==> config.mk <==
export PLATFORM = sky130hd
export DESIGN_NAME = module_relu_pool
export DESIGN_NICKNAME = d
export VERILOG_FILES = /design/src/rtl/module_relu_pool_pkg.sv /design/src/rtl/module_relu_pool_line_buffer.sv /design/src/rtl/module_relu_pool.sv
export SDC_FILE = /design/constraint.sdc
export NUM_CORES = 1
export LEC_CHECK = 0
export CORE_ASPECT_RATIO = 0.75
export CORE_MARGIN = 5
export CORE_UTILIZATION = 45
export CTS_CLUSTER_DIAMETER = 100
export DETAILED_ROUTE_END_ITERATION = 16
export SYNTH_ARGS = -nofsm -noshare
export SYNTH_HDL_FRONTEND = slang
export SYNTH_SLANG_ARGS = --single-unit
==> constraint.sdc <==
create_clock -name clk -period 4.8 [get_ports clk]
set_clock_uncertainty 0.2 [all_clocks]
set_input_delay 0.72 -clock clk [delete_from_list [all_inputs] [get_ports clk]]
set_output_delay 0.72 -clock clk [all_outputs]
set_load 0.05 [all_outputs]
==> src/rtl/module_relu_pool_pkg.sv <==
// Shared widths, saturation constant and arithmetic helpers for the ReLU/requantise/2x2 max-pool block.
`default_nettype none
package module_relu_pool_pkg;
   localparam int ACC_W = 18;
   localparam int PIX_W = 8;
   localparam logic [PIX_W-1:0] SAT_MAX = 8'd255;

   // ReLU, round-half-up right shift, then clamp to the unsigned pixel range.
   function automatic logic [PIX_W-1:0] requant(input logic signed [ACC_W:0] sum,
                                                input logic [ACC_W:0] rnd,
                                                input int shift);
      logic [ACC_W:0] t;
      t = ($unsigned(sum) + rnd) >> shift;
      if (sum[ACC_W])
         requant = '0;
      else if (|t[ACC_W:PIX_W])
         requant = SAT_MAX;
      else
         requant = t[PIX_W-1:0];
   endfunction

   function automatic logic [PIX_W-1:0] pix_max(input logic [PIX_W-1:0] a,
                                                input logic [PIX_W-1:0] b);
      pix_max = (a > b) ? a : b;
   endfunction
endpackage
`default_nettype wire

==> src/rtl/module_relu_pool_line_buffer.sv <==
// Simple dual-port line buffer holding one row of horizontal maxima; synchronous 1-cycle read.
`default_nettype none
module pool_line_buffer #(
   parameter int DEPTH = 64,
   parameter int WIDTH = 8,
   parameter int AW    = $clog2(DEPTH)
) (
   input  logic             clk,
   input  logic             wr_en,
   input  logic [AW-1:0]    wr_addr,
   input  logic [WIDTH-1:0] wr_data,
   input  logic [AW-1:0]    rd_addr,
   output logic [WIDTH-1:0] rd_data
);
   logic [WIDTH-1:0] mem [DEPTH];

   always_ff @(posedge clk) begin
      if (wr_en)
         mem[wr_addr] <= wr_data;
      rd_data <= mem[rd_addr];
   end
endmodule
`default_nettype wire

==> src/rtl/module_relu_pool.sv <==
// Bias add, ReLU, requantisation and 2x2 max pooling over a raster-ordered frame.
`default_nettype none
module module_relu_pool
   import module_relu_pool_pkg::*;
#(
   parameter int COL_NUM = 128,
   parameter int ROW_NUM = 128,
   parameter int SHIFT   = 4
) (
   input  logic                    clk,
   input  logic                    rst_n,
   input  logic                    valid_in,
   input  logic signed [ACC_W-1:0] din,
   input  logic signed [ACC_W-1:0] bias,
   output logic                    valid_out,
   output logic [PIX_W-1:0]        dout,
   output logic                    frame_done
);
   localparam int COL_W = $clog2(COL_NUM);
   localparam int ROW_W = $clog2(ROW_NUM);
   localparam int AW    = COL_W - 1;
   localparam logic [COL_W-1:0] LAST_COL = COL_W'(COL_NUM - 1);
   localparam logic [ROW_W-1:0] LAST_ROW = ROW_W'(ROW_NUM - 1);
   localparam logic [ACC_W:0]   RND      = (ACC_W+1)'((1 << SHIFT) >> 1);

   logic [COL_W-1:0]        col_cnt;
   logic [ROW_W-1:0]        row_cnt;
   logic signed [ACC_W-1:0] bias_r;

   logic                    s1_valid, s1_col_odd, s1_row_odd, s1_last;
   logic signed [ACC_W:0]   s1_sum;
   logic [AW-1:0]           s1_addr;

   logic [PIX_W-1:0]        even_q;
   logic                    s2_valid, s2_row_odd, s2_last;
   logic [PIX_W-1:0]        s2_hmax;
   logic [AW-1:0]           s2_addr;

   logic [PIX_W-1:0]        lb_rd_data;
   logic                    first_beat, last_col, last_row;
   logic signed [ACC_W-1:0] bias_sel;
   logic [PIX_W-1:0]        q, hmax;

   assign last_col   = (col_cnt == LAST_COL);
   assign last_row   = (row_cnt == LAST_ROW);
   assign first_beat = (col_cnt == '0) && (row_cnt == '0);
   // The frame's first beat must already see its own bias.
   assign bias_sel   = first_beat ? bias : bias_r;
   assign q          = requant(s1_sum, RND, SHIFT);
   assign hmax       = pix_max(even_q, q);

   always_ff @(posedge clk or negedge rst_n) begin
      if (!rst_n) begin
         col_cnt    <= '0;
         row_cnt    <= '0;
         bias_r     <= '0;
         s1_valid   <= 1'b0;
         s1_sum     <= '0;
         s1_col_odd <= 1'b0;
         s1_row_odd <= 1'b0;
         s1_addr    <= '0;
         s1_last    <= 1'b0;
      end else begin
         s1_valid <= valid_in;
         if (valid_in) begin
            s1_sum     <= {din[ACC_W-1], din} + {bias_sel[ACC_W-1], bias_sel};
            s1_col_odd <= col_cnt[0];
            s1_row_odd <= row_cnt[0];
            s1_addr    <= col_cnt[COL_W-1:1];
            s1_last    <= last_col && last_row;
            if (first_beat)
               bias_r <= bias;
            if (last_col) begin
               col_cnt <= '0;
               row_cnt <= last_row ? '0 : row_cnt + 1'b1;
            end else begin
               col_cnt <= col_cnt + 1'b1;
            end
         end
      end
   end

   always_ff @(posedge clk or negedge rst_n) begin
      if (!rst_n) begin
         even_q     <= '0;
         s2_valid   <= 1'b0;
         s2_hmax    <= '0;
         s2_row_odd <= 1'b0;
         s2_addr    <= '0;
         s2_last    <= 1'b0;
      end else begin
         s2_valid <= s1_valid && s1_col_odd;
         if (s1_valid && !s1_col_odd)
            even_q <= q;
         if (s1_valid && s1_col_odd) begin
            s2_hmax    <= hmax;
            s2_row_odd <= s1_row_odd;
            s2_addr    <= s1_addr;
            s2_last    <= s1_last;
         end
      end
   end

   // Read address leads stage 2 by one cycle so the stored row is ready at the output stage.
   pool_line_buffer #(
      .DEPTH (COL_NUM / 2),
      .WIDTH (PIX_W),
      .AW    (AW)
   ) u_line_buffer (
      .clk     (clk),
      .wr_en   (s2_valid && !s2_row_odd),
      .wr_addr (s2_addr),
      .wr_data (s2_hmax),
      .rd_addr (s1_addr),
      .rd_data (lb_rd_data)
   );

   always_ff @(posedge clk or negedge rst_n) begin
      if (!rst_n) begin
         valid_out  <= 1'b0;
         dout       <= '0;
         frame_done <= 1'b0;
      end else begin
         valid_out  <= s2_valid && s2_row_odd;
         frame_done <= s2_valid && s2_row_odd && s2_last;
         if (s2_valid && s2_row_odd)
            dout <= pix_max(s2_hmax, lb_rd_data);
      end
   end
endmodule
`default_nettype wire

# == After elaboration in Yosys (flattened, before gate mapping) ==
# Memories as Yosys holds them, arrays and structs flattened. A register that Yosys moved wholly into a read port is not among the register bits.
# Cells that the tools add are included.
# totals
ram_bits,512
memories,1
elab_cells,49
out_inout_bits,10
inputBits,39
regBits,96
# classes
order_cmp,2
muxes,9
reduce_logical,13
n_eq_ne,2
n_addsub,4
# memory_table
name,depth,word_bits,rd,rd_ports_with_merged_regs,write_ports,line,text
u_line_buffer.mem,64,8,1,1,1,module_relu_pool_line_buffer.sv:15,logic [WIDTH-1:0] mem [DEPTH];
# op_table
operator,n
8-bit two-way mux,4
18-bit by 18-bit adder with 19-bit output,1
19-bit by 4-bit adder with 19-bit output (second input constant),1
18-bit two-way mux,1
8-bit greater-than comparator,2
7-bit by 1-bit adder with 7-bit output (second input constant),2
7-bit equality test (second input constant),2
7-bit zero test,2
7-bit two-way mux,2
1-bit logical AND,7
7-bit OR reduction,1
1-bit zero test,2
1-bit two-way mux,2
2-bit AND reduction,1

# == Longest topological paths before layout ==
# logic_depth
ltp_word,6
ltp_mapped,16
mapped_depth_nobuf,14

# == Modules after synthesis ==
# From an unflattened synthesis, not the netlist that was laid out.
# unflattened
hier_cells,1487
hier_area_um2,25832.3
# modules_own_cells
mod,instances,seq_area_each_um2,area_each_um2,cells_per_inst
pool_line_buffer,1,15534.9,20166.8,940
module_relu_pool,1,2327.2,5665.4,547

# == Least setup slack after synthesis ==
# Ideal clock, no wire load.
# synth_timing
path_kind,register to register
start,register row_cnt[0]
end,register s1_sum[16]
path_slack_ns,0.936
setup_ns,0.077
stages_incl_launch_ff,17
n_path_buf,3
arrival_ns,3.587
period_less_slack_ns,3.864
required_ns,4.523
path_cell_list,dfrtp_1 inv_1 ha_1 nor4b_1 nand3_1 buf_2 buf_1 mux2_2 ha_1 clkbuf_1 nand2_1 nor3_1 inv_1 o221ai_1 a211oi_1 o311a_1 a21oi_1
# synth_between
elab_chain_cells,4
# synth_lines
element,line,text
start: declaration,module_relu_pool.sv:27,logic [ROW_W-1:0] row_cnt;
start signal: assignment,module_relu_pool.sv:75,row_cnt <= last_row ? '0 : row_cnt + 1'b1;
7-bit zero test,module_relu_pool.sv:46,assign first_beat = (col_cnt == '0) && (row_cnt == '0);
1-bit logical AND,module_relu_pool.sv:46,
18-bit two-way mux,--,
net bias_sel[11],module_relu_pool.sv:41,logic signed [ACC_W-1:0] bias_sel;
18-bit by 18-bit adder with 19-bit output,module_relu_pool.sv:66,"s1_sum <= {din[ACC_W-1], din} + {bias_sel[ACC_W-1], bias_sel};"
end signal: assignment,module_relu_pool.sv:66,
end: declaration,module_relu_pool.sv:31,logic signed [ACC_W:0] s1_sum;
# The timed path passes the listed nets, and every way through them passes these cells.
# A chain may end at the register's enable or synchronous reset.

# == Worst setup path after layout ==
# layout_timing
start,register row_cnt[0]
end,register s1_sum[17]
# The elaborated chain is that of the path after synthesis.

==> reports/qor.yml <==
floorplan:
  dieArea_sq_um: 61400
  start_util_pct: 45.5
  rows: 75
  core_area_sq_um: 55900
  die_x_um: 284
  pin_count: 49
  die_h_um: 216
placed_design:
  place_ws_ns: 0.616
  dpl-instance-area_sq_um: 26800
  dp.final_hpwl_mm: 35.6
  io_buffers: 48
  place.gp.congestion: 0.835
power:
  power.total_mw: 17.3
  power_density_nw_per_um2: 604
  sw_frac_of_total_pct: 32.3
  peakVddDrop_mv: 0.305
  p_sw_mw: 5.58
  comb_power_share_pct: 31.9
  power_leakage_nw: 9.58
  pwr-share-clk_pct: 25.8
  intPower_mw: 11.7
  p_seq_share_pct: 42.3
grt:
  grt_pass1_vias: 13093
  grt_pass1_wl_mm: 86.4
  grt-ovfl-total: 0
  antenna_found_initial: 0
  grt_use_total_pct: 18.6
  grt_max_degree: 71
detailed_routing:
  dr.first_iter.drc_count: 1202
  first_pass_iters: 7
  drt-total-wl_mm: 57.1
  via_count: 12843
  ant_nets: 0
  remaining_drc_errors: 0
  wl_per_cell_um: 25.9
  via_per_inst: 5.83
cells_and_area:
  antenna_cells: 0
  seqCellArea_sq_um: 17900
  syn_to_final_growth_pct: 12.5
  multi_input_area_sq_um: 7140
  nFillCells: 4506
  layout.nets: 1501
  drive_above_1_share_pct: 23.9
  design_area_sq_um: 28600
synthesis:
  ys_ff_latch: 613
  synth_warnings: 0
  synthArstFlopShare_pct: 15.2
  synth_ff_type: "edfxtp_1"
  avgSynthCellArea_sq_um: 18.7
  synth_top_cell_by_area: "edfxtp_1"
  synthCells: 1361
  synth.area.top_cells: "edfxtp_1 (60%), mux4_2 (15%), dfrtp_1 (9.2%)"
  synth_edf_count: 512
  yosysSeqAreaShare_pct: 70.2
  syn_area_sq_um: 25400
  synthTopCellsByCount: "edfxtp_1 (512), mux4_2 (168), nor2_1 (108)"
  synth_nets: 1438
  synthDistinctLibCells: 60
  synth_top_area_share_pct: 60.5
  yosysMostFrequentCell: "edfxtp_1"
worst_setup_path:
  path_depth: 14
  cp-start-kind: "flop"
  crit_family: "simple AND/OR/NAND/NOR gates"
  crit_type: "flop to flop"
  crit_path_end_kind: "flop"
  crit_slowest_cell: "or4_1"
  path_cells: "inv_1, ha_1, nor4b_1, nand3_1, buf_4, mux2_2, ha_1, a21oi_1, o21ai_1, a221o_1, o31ai_1, nand2b_1, or4_1, nand3_1"
  crit_required_ns: 5.14
  cp.buffers_inverters: 2
  cp_max_fo: 20
  worstPathArrival_ns: 4.64
  max_stage_delay_ns: 0.52
  ff2ff_path_depth: 14
flow_run:
  cap_violations: 0
sta:
  hold_viol_final: 0
  rsz0062_at_grt: "no"
  setup_viol: 0
  min_period_ns: 4.29
  relSlewSlack_pct: 29.7
  fin_ws_ns: 0.508
  setup_tns_ns: 0
  hold_slack_ns: 0.0111
  maxSlewViolCount: 0
  worst_pin_slew_ns: 1.05
  fin_crit_sh_pct: 89.4
  timing.fmax_mhz: 233
clock_tree:
  clock_sinks: 613
  root_buffer: "clkbuf_16"
  clk_pin_slew_worst_paths_ns: 0.06
  cts_resized: 0
  cts_buffer_depth: 3
  cts_setup_buffers: 0
  tritoncts: "yes"
  htreeDepth: 2
  ctsHoldBuffers: 0
  clkLatencyLatePin_ns: 0.62
  cts_buffers: 57
hold_path:
  min_path_type: "primary input to async pin"
status:
  status: "finished, final reports clean"
-- final cells by class --
type	instances	area share [%]
clock inverter	29	0.888
timing repair buffer	71	2.56
tap	731	3.20
sequential	613	62.5
multi-input combinational	657	25.0
clock buffer	77	5.54
inverter	24	0.315
-- power groups by stage --
stage	Combinational [mW]	Clock, mW	Sequential (mW)
floorplan	3.63	0	7.44
global placement	5.47	0	7.42
detailed placement	5.57	0	7.43
CTS	5.58	4.55	7.32
global route	5.96	4.76	7.39
finish	5.51	4.45	7.31
-- cell usage in the layout, fill, tap and decap left out, types with 24 or more instances in the layout --
cell,Yosys,routed
clkdlybuf4s50_1,0,46
clkbuf_16,0,59
dfrtp_1,93,82
a21oi_1,42,42
mux2_2,58,58
inv_1,24,24
edfxtp_1,512,512
ha_1,38,38
nand2_1,41,41
nor2_1,108,108
mux4_2,168,168
-- worst register-to-register path, delay by kind of cell (launching register included) --
| kind | cells | cell delay [ns] |
|---|---|---|
| buffers and inverters | 2 | 0.37 |
| muxes | 1 | 0.32 |
| AOI/OAI and AO/OA | 4 | 1.18 |
| and+or+nand+nor | 5 | 1.24 |
| DFF | 1 | 0.43 |
| adders and majority gates | 2 | 0.49 |
-- cell families (layout without fill, tap and decap cells) --
group / after synthesis / count (layout) / synth area share, %
DFF: 613 / 613 / 70.2
muxes: 234 / 234 / 17.8
and+or+nand+nor: 226 / 226 / 4.10
AOI/OAI and AO/OA: 132 / 132 / 3.43
buffers and inverters: 91 / 201 / 1.66
adders and majority gates: 38 / 38 / 1.87
xor gates and xnor gates: 27 / 27 / 0.930
-- state kept, by name (all words and copies together), names as in the netlist, 6 cells and up --
signal / cells
s2_addr: 6
u_line_buffer.mem: 512
dout: 8
row_cnt: 7
bias_r: 18
s2_hmax: 8
s1_sum: 16
u_line_buffer.rd_data: 8
even_q: 8
col_cnt: 7
s1_addr: 6
-- path summary, 6_finish.rpt --
check	start	endpoint	slack, ns
worst max-delay path	row_cnt[0]$_DFFE_PN0P_	s1_sum[17]$_DFFE_PN0P_	0.51
worst min-delay path	rst_n	dout[7]$_DFFE_PN0P_	0.01
worst max register to register	row_cnt[0]$_DFFE_PN0P_	s1_sum[17]$_DFFE_PN0P_	0.51
worst min register to register	bias_r[7]$_DFFE_PN0P_	bias_r[7]$_DFFE_PN0P_	0.30
max in group asynchronous	rst_n	bias_r[9]$_DFFE_PN0P_	3.48
min in group clk	bias_r[7]$_DFFE_PN0P_	bias_r[7]$_DFFE_PN0P_	0.30
-- per-layer routing --
| metal | vias to the layer above | global-route usage, % | routed length [um] |
|---|---|---|---|
| li1 | 5615 | - | - |
| met1 | 6782 | 29.4 | 27300 |
| met2 | 364 | 27.9 | 26000 |
| met3 | 82 | 2.58 | 2680 |
| met4 | 0 | 4.26 | 1010 |
| met5 | - | 0 | 0 |
-- through the flow --
| stage | util, % | std cells |
|---|---|---|
| detailed placement | 47.9 | 2096 |
| floorplan | - | 1361 |
| finish | 51.1 | 2202 |
| CTS | 51.1 | 2202 |
| global route | 51.1 | 2202 |
| global placement | 47.9 | 2096 |
(Power assumes the default switching activity.)
==> patch 1, RTL diff (config.mk and constraints unchanged) <==
`COL_NUM`: 128 -> 256.
--- a/src/rtl/module_relu_pool.sv
+++ b/src/rtl/module_relu_pool.sv
@@ -5,3 +5,3 @@
 #(
-   parameter int COL_NUM = 128,
+   parameter int COL_NUM = 256,
    parameter int ROW_NUM = 128,
Function: same outputs for any inputs over 10 cycles, from zero or initial values and one cycle with rst_n low; that may be too few to reach the edited logic, so the function may still have changed.
==> patch 1 against the original RTL <==
Sequential cell count grew 515; wire length grew 90%; global-route usage grew 1.6 points; synthesized cell count grew 80%; design area grew 80%; total power grew 74%; worst setup slack gained 64 ps; area after synthesis grew 79%; sequential share of layout area grew 2.2 points; count of clock-buffer cells in the layout grew 51; critical path type unchanged; critical endpoint is now s1_sum[10].
==> patch 1: results (changes against the original RTL) <==
metric;value;unit;change
outcome;completed;;unchanged
wl_per_cell;27.30;um;was 25.92 um
final_nets;2626;;was 1,501
antenna_found_initial;8;;was 0
inverters_excl_clock;33;;was 24
synth_nets;2523;;was 1,438
synthTopCellsByCount;edfxtp_1 (1,024), mux4_2 (232), nor2_1 (177);;was edfxtp_1 (512), mux4_2 (168), nor2_1 (108)
gp_congestion;0.8660;;was 0.8348
ctsHoldBuffers;1;;was 0
h-tree-depth;3;;was 2
met3_usage;4.938;%;was 2.584%
dp_cells;3775;;was 2,096
multi_input_area_share;22.37;%;was 24.98%
synth_cell_types;61;;was 60
first_pass_iters;6;;was 7
clock_buffers;128;;was 77
crit_fanout;21;;was 20
wl_met3;9325;um;was 2681 um
synthTopCellsByArea;edfxtp_1 (68%), mux4_2 (11%), dfrtp_1 (5.3%);;was edfxtp_1 (60%), mux4_2 (15%), dfrtp_1 (9.2%)
clk_latency;690;ps;was 620 ps
buffers;120;;was 71
nonClkBufAreaFrac;2.191;%;was 2.564%
slowest_stage;a21oi_1;;was or4_1
met1_length;49400;um;was 27,340 um
synth-seq-area-share;73.16;%;was 70.25%
synth_edf_count;1024;;was 512
patch 1: cell types whose count changed after synthesis, sizes merged, moves of 33 or more:
cell,before,now
nor2,108,177
edfxtp,512,1024
a221oi,0,33
mux4,168,232
mux2i,8,150
a22oi,1,56
clkbuf,40,75
nand2,41,113
patch 1: cell families after synthesis:
family,after synthesis,share of synthesized area (%)
adders and majority gates,38,1.044
buffers and inverters,162,1.558
xor gates and xnor gates,25,0.4809
AOI/OAI and AO/OA,244,3.628
DFF,1128,73.16
and+or+nand+nor,416,4.089
muxes,433,16.04
patch 1: metrics by stage:
step	setup slack, ps	hold WS [ps]	utilization [%]	instance area (sq um)
after floorplan	410.9	224.4	-	45530
after global placement	635.7	257.3	47.39	47790
after detailed placement	596.7	262.3	47.39	47790
after CTS	572.8	193.7	51.07	51500
after global routing	241.9	247.4	51.07	51500
final	572.0	262.0	51.07	51500
patch 1: power breakdown:
part	switching [uW]	internal, uW
clock network	3690	5130
registers	848	12300
logic	4880	3160
total	9420	20600
==> patch 2, RTL diff (config.mk and constraints unchanged) <==
Without the edit above. Put one more register stage on the output `dout`. The value now appears one clock later. The other outputs are not delayed to match.
--- a/src/rtl/module_relu_pool.sv
+++ b/src/rtl/module_relu_pool.sv
@@ -24,2 +24,4 @@
    localparam logic [ACC_W:0]   RND      = (ACC_W+1)'((1 << SHIFT) >> 1);
+
+   logic [PIX_W-1:0] dout_s0;
 
@@ -120,3 +122,3 @@
          valid_out  <= 1'b0;
-         dout       <= '0;
+         dout_s0    <= '0;
          frame_done <= 1'b0;
@@ -126,5 +128,9 @@
          if (s2_valid && s2_row_odd)
-            dout <= pix_max(s2_hmax, lb_rd_data);
+            dout_s0 <= pix_max(s2_hmax, lb_rd_data);
       end
    end
+   always_ff @(posedge clk) begin
+      dout <= dout_s0;
+   end
+
 endmodule
Formal check against the unedited RTL: same outputs for any inputs over 10 cycles, from zero or initial values and one cycle with rst_n low; that may be too few to reach the edited logic, so the function may still have changed.
==> patch 2 against the original RTL <==
The flow now finishes with violations (hold timing); global-route usage shrank 0.40 points; via count shrank 0.12%; core utilization grew 0.26 points; total power grew 0.74%; sequential cell count grew 8; critical path type unchanged; critical endpoint is now s1_sum[18]; sequential power grew 2%; design area grew 0.69%; worst setup slack lost 9.6 ps; synthesized cell count grew 0.37%; area after synthesis grew 0.32%; wire length shrank 1.4%.
==> patch 2: results (changes against the original RTL) <==
metric;value;unit;change
power_density;604.1;mW/mm^2;was 603.7 mW/mm^2
vias;12830;;was 12,840
fillCellCount;4449;;was 4,506
drive_gt1_share;24.46;%;was 23.86%
whs;-12.02;ps;was 11.06 ps
gp_congestion;0.8223;;was 0.8348
ir_drop;0.0003157;V;was 0.0003055 V
drt_iter0_drc;1298;;was 1,202
violations;hold timing;;
path_delay_family;compound AO/OA/AOI/OAI gates;;was simple AND/OR/NAND/NOR gates
inverters_excl_clock;26;;was 24
synth_compound_area_share;2.938;%;was 3.430%
crit_fanout;7;;was 20
track_usage;18.23;%;was 18.63%
synthTopCellsByArea;edfxtp_1 (60%), mux4_2 (15%), dfrtp_1 (9.1%);;was edfxtp_1 (60%), mux4_2 (15%), dfrtp_1 (9.2%)
wl_met3;3329;um;was 2681 um
final_area;0.02880;sq mm;was 0.02860 sq mm
power_leakage;0.009713;uW;was 0.009582 uW
grt_first_pass_wirelength;84480;um;was 86,370 um
worstMarginPinSlew;1148;ps;was 1055 ps
crit_end;s1_sum[18];;was s1_sum[17]
synth-seq-area-share;70.65;%;was 70.25%
outcome;complete, but fails checks;;was completed
finalWirelength;56280;um;was 57,070 um
synth_fa_ha_area_share;1.864;%;was 1.870%
synthXorXnorAreaFrac;0.9270;%;was 0.9300%
register_area;0.01804;sq mm;was 0.01788 sq mm
p_sw;5603;uW;was 5581 uW
final_nets;1514;;was 1,501
hold_viol;4;;was 0
grt_max_degree;67;;was 71
met3_usage;2.973;%;was 2.584%
nonClkBufAreaFrac;2.398;%;was 2.564%
[patch 2: cell types whose count changed after synthesis, moves of 7 or more]
cell	unedited run	this run
nand3_1	14	34
buf_6	10	1
a211oi_1	10	2
buf_2	1	9
dfxtp_1	8	16
or3_1	1	9
a221o_1	8	1
[patch 2: kinds of logic after synthesis]
| family | Yosys count |
|---|---|
| AND/OR/NAND/NOR | 245 |
| XOR/XNOR | 27 |
| buffers and inverters | 88 |
| adder cells (fa/ha/maj) | 38 |
| AO/OA/AOI/OAI | 114 |
| flip-flops | 621 |
| multiplexers | 233 |
[patch 2: metrics by stage]
stage / worst slack, ps / hold WS, ps
global placement: 628.2 / 159.2
global route: 216.3 / 65.33
floorplan: 1017 / 147.8
detailed placement: 581.5 / 154.3
finish: 498.7 / -12.02
CTS: 509.3 / 8.399
